[config.mk]
export PLATFORM = sky130hd
export DESIGN_NAME = instruction_loader
export DESIGN_NICKNAME = d
export VERILOG_FILES = /design/src/rtl/instruction_loader.sv
export SDC_FILE = /design/constraint.sdc
export NUM_CORES = 1
export LEC_CHECK = 0
export ABC_AREA = 1
export BUFFER_PORTS_ARGS = -buffer_cell sky130_fd_sc_hd__buf_2
export CORE_UTILIZATION = 45
export DETAILED_ROUTE_END_ITERATION = 12
export GPL_ROUTABILITY_DRIVEN = 0
export PLACE_DENSITY = 0.79
export SYNTH_ARGS = -nofsm -noshare
export SYNTH_HDL_FRONTEND = slang
export SYNTH_SLANG_ARGS = --single-unit
[constraint.sdc]
create_clock -name i_clock -period 2.06 [get_ports i_clock]
set_clock_uncertainty 0.15 [all_clocks]
set_input_delay 0.103 -clock i_clock [delete_from_list [all_inputs] [get_ports i_clock]]
set_output_delay 0.103 -clock i_clock [all_outputs]
set_load 0.02 [all_outputs]
[src/rtl/instruction_loader.sv]
// Instruction loader: assembles big-endian words from a byte stream and
// writes them to instruction memory at consecutive word addresses until the
// halt word arrives or the memory is full.
//
// state   | meaning
// --------+-------------------------------------------------------------
// IDLE    | waiting for the first i_start after reset
// RECEIVE | collecting up to four bytes of the current word
// WRITE   | one-cycle memory write of the assembled word
// DONE    | load finished (o_error tells halt vs. memory full)
module instruction_loader #(
  parameter int                        NB_PC          = 32,
  parameter int                        NB_INSTRUCTION = 32,
  parameter int                        NB_BYTE        = 8,
  parameter int                        MEM_DEPTH      = 256,
  parameter logic [NB_INSTRUCTION-1:0] HALT_WORD      = 32'hFFFF_FFFF
) (
  input  logic                      i_clock,
  input  logic                      i_reset,
  input  logic                      i_start,
  input  logic [NB_BYTE-1:0]        i_rx_data,
  input  logic                      i_rx_valid,
  output logic                      o_wr_enable,
  output logic [NB_PC-1:0]          o_wr_addr,
  output logic [NB_INSTRUCTION-1:0] o_wr_data,
  output logic                      o_busy,
  output logic                      o_done,
  output logic                      o_error
);

  typedef enum logic [1:0] {
    ST_IDLE    = 2'd0,
    ST_RECEIVE = 2'd1,
    ST_WRITE   = 2'd2,
    ST_DONE    = 2'd3
  } state_t;

  // Byte address of the last word slot; reaching it without a halt is an overflow.
  localparam logic [NB_PC-1:0] LAST_ADDR = NB_PC'((MEM_DEPTH - 1) * 4);

  state_t                      state_q;
  logic [NB_PC-1:0]            addr_q;
  logic [NB_PC-1:0]            addr_d;
  logic [NB_INSTRUCTION-1:0]   word_q;
  logic [NB_INSTRUCTION-1:0]   word_d;
  logic [1:0]                  cnt_q;
  logic [1:0]                  cnt_d;
  logic                        done_q;
  logic                        error_q;

  // Candidate next values: word with the incoming byte shifted in low, next slot, next byte index.
  always_comb begin
    word_d = {word_q[NB_INSTRUCTION-NB_BYTE-1:0], i_rx_data};
    addr_d = addr_q + NB_PC'(4);
    cnt_d  = cnt_q + 2'd1;
  end

  // Load sequencer: byte assembly, write pulse, and termination decision.
  always_ff @(posedge i_clock or negedge i_reset) begin
    if (!i_reset) begin
      state_q <= ST_IDLE;
      addr_q  <= '0;
      word_q  <= '0;
      cnt_q   <= '0;
      done_q  <= 1'b0;
      error_q <= 1'b0;
    end else begin
      case (state_q)
        ST_IDLE, ST_DONE: begin
          if (i_start) begin
            state_q <= ST_RECEIVE;
            addr_q  <= '0;
            word_q  <= '0;
            cnt_q   <= '0;
            done_q  <= 1'b0;
            error_q <= 1'b0;
          end
        end
        ST_RECEIVE: begin
          if (i_rx_valid) begin
            word_q <= word_d;
            cnt_q  <= cnt_d;
            if (cnt_q == 2'd3) begin
              state_q <= ST_WRITE;
            end
          end
        end
        ST_WRITE: begin
          if (word_q == HALT_WORD) begin
            state_q <= ST_DONE;
            done_q  <= 1'b1;
            error_q <= 1'b0;
            cnt_q   <= '0;
          end else if (addr_q == LAST_ADDR) begin
            state_q <= ST_DONE;
            done_q  <= 1'b1;
            error_q <= 1'b1;
            cnt_q   <= '0;
          end else begin
            state_q <= ST_RECEIVE;
            addr_q  <= addr_d;
            // A byte arriving during the write is the first byte of the next word.
            if (i_rx_valid) begin
              word_q <= word_d;
              cnt_q  <= 2'd1;
            end
          end
        end
        default: begin
          state_q <= ST_IDLE;
        end
      endcase
    end
  end

  assign o_wr_enable = (state_q == ST_WRITE);
  assign o_busy      = (state_q == ST_RECEIVE) || (state_q == ST_WRITE);
  assign o_wr_addr   = addr_q;
  assign o_wr_data   = word_q;
  assign o_done      = done_q;
  assign o_error     = error_q;

endmodule
==> flow_summary.ini <==
[yosys]
syn_inst = 610
synth_cell_types = 27
ys_seq_elements = 68
synth_warnings = 0
synth_seq_area_share_pct = 39.7
syn_area_um2 = 4290
avgSynthCellArea_um2 = 7.03

[sta]
min_period_ns = 1.95
slew_viol_final = 0
worst_pin_slew_ns = 0.774
post-route-period-util_pct = 94.7
max_freq_mhz = 513
slew_headroom_pct = 48.4
grt_setup_unrepaired = false
fin_ws_ns = 0.109
finalSetupViolCount = 0
tns_ns = 0
finalHoldViolCount = 0

[setup_path]
worst_r2r_startpoint = o_wr_addr[3]$_DFFE_PN0P_
cp.required_ns = 1.81
worstSetupPathType = register to output port
worst-r2r-cell-count = 10
worst_ep_arrival_time_ns = 1.70
critPathCaptureType = output port
cp-start-kind = register
crit_path_start = state_q[0]$_DFFE_PN0P_
cp_max_fo = 34

[clock_tree]
clk_latency_ns = 0.36
postCtsSetupBuffers = 0
h-tree-depth = 3
root_buffer = clkbuf_8
clk_pin_slew_ns = 0.08
cts_buffers = 9
cts_tree = yes
cts.sinks = 68
cts_buffer_depth = 2

[layout]
nets = 729
drive_gt1_share_pct = 22.7
finalCoreUtilization_pct = 56.8
seqCellArea_um2 = 1700
synthToLayoutAreaGrowth_pct = 22.5
final_cell_mix = nand2_1 (225), nor2_1 (77), buf_2 (77), dfrtp_1 (67), nand3_1 (49)
antenna_cells = 0
multi_input_area_um2 = 2300
instances_no_fill = 846
final_common_cell = nand2_1
nFillCells = 842

[routing]
via_count = 4376
wl_per_cell_um = 13.4
drt_iter0_markers = 330
routed_via_density = 5.17
drt-total-wl_um = 11300
antenna_left = 0
drc = 0
drtPass1Iterations = 5

[place]
dp_hpwl_um = 8080
io_buffers = 77
pre_cts_ws_ns = 0.130
dp_cells = 820

[global_routing]
grt_pass1_wl_um = 18700
grt_pass1_vias = 4132
overflow = 0
grt_antenna_before_repair = 0
grt_max_degree = 39
track_usage_pct = 23.8

[floorplan]
die_w_um = 99.6
start_util_pct = 46.4
rows = 35
die_height_um = 99.6
placeableCoreArea_um2 = 9240
ios = 80
die_area_um2 = 9920

[worst_hold_path]
hold_depth = 6
min_path_type = input pin to register
hp-start = i_rx_valid

[pwr]
peakVddDrop_mv = 0.690
p_leak_nw = 2.63
powerDensity_nw_per_um2 = 1080
finalPower_mw = 5.65

[run]
maxCapViolations = 0

[status]
status = completed
-- final cells by class --
| cell class | count | share of cell area, % |
|---|---|---|
| Multi-Input combinational cell | 484 | 43.8 |
| Sequential cell | 68 | 32.4 |
| Timing Repair Buffer | 116 | 14.5 |
| Tap cell | 129 | 3.08 |
| Inverter | 33 | 2.41 |
| Clock buffer | 9 | 2.36 |
| Clock inverter | 7 | 1.43 |
-- worst paths after layout --
check	to	slack, ns
worst max-delay path	o_busy	0.11
worst min-delay path	cnt_q[1]$_DFFE_PN0P_	0.10
worst max register to register	o_wr_data[28]$_DFFE_PN0P_	0.15
worst min register to register	o_done$_DFFE_PN0P_	0.36
max in group asynchronous	o_wr_data[23]$_DFFE_PN0P_	0.89
min in group asynchronous	o_wr_addr[15]$_DFFE_PN0P_	0.21
-- synth_stat cells (all sizes together) --
master / n / area, um2
a21o: 1 / 7.51
and2: 1 / 6.26
buf: 16 / 128
clkbuf: 10 / 38.8
conb: 1 / 3.75
dfrtp: 68 / 1700
ha: 5 / 62.6
inv: 33 / 124
nand2: 227 / 857
nand3: 52 / 275
nand3b: 32 / 240
nand4: 1 / 6.26
nor2: 80 / 315
o211ai: 1 / 7.51
o21ai: 68 / 415
o21bai: 1 / 7.51
or2: 10 / 62.6
xor2: 3 / 26.3
-- sequential cells by signal, summed over array words and instances (netlist names) --
name and flops:
o_wr_addr 30, cnt_q 2, o_done 1, o_wr_data 32
state_q 2, o_error 1
-- through the flow --
step,hold WS (ns),area [um2]
6_report,0.105,5250
5_1_grt,0.165,5250
4_1_cts,0.0649,5230
3_5_place_dp,0.0770,4930
3_3_place_gp,0.0596,4930
2_1_floorplan,-0.343,4290
-- per-layer routing --
metal	track usage (%)	vias to the layer above	wire (um)
met5	0	-	0
met4	9.05	0	224
met3	5.41	23	753
met2	40.5	151	5440
met1	29.3	2043	4900
li1	-	2159	-
-- cell families after synthesis --
| group | count (synthesis) | share of synthesized area, % |
|---|---|---|
| other cells | 1 | 0.0875 |
| simple gates | 403 | 41.1 |
| compound gates | 71 | 10.2 |
| buf+inv | 59 | 6.77 |
| fa+ha+maj | 5 | 1.46 |
| flops | 68 | 39.7 |
| xor+xnor | 3 | 0.613 |
-- critical path, cell delays in order (launching register included) --
cell and delay (ns):
dfrtp_1 0.40, inv_1 0.06, ha_1 0.33, inv_2 0.08
buf_6 0.24, buf_2 0.21
-- power breakdown --
group / internal [mW] / leakage [nW] / total, mW / switching, mW
sequential: 1.64 / 0.924 / 1.92 / 0.276
clock: 0.565 / 0.104 / 1.13 / 0.568
combinational: 0.845 / 1.60 / 2.59 / 1.75
-- repair_timing --
action                                 4_1_cts  5_1_grt
resized for setup                            0        8
setup endpoints to repair                    0       31
endpoints found under the hold margin       39        0
hold buffers                                10        0
(Power assumes the default switching activity.)
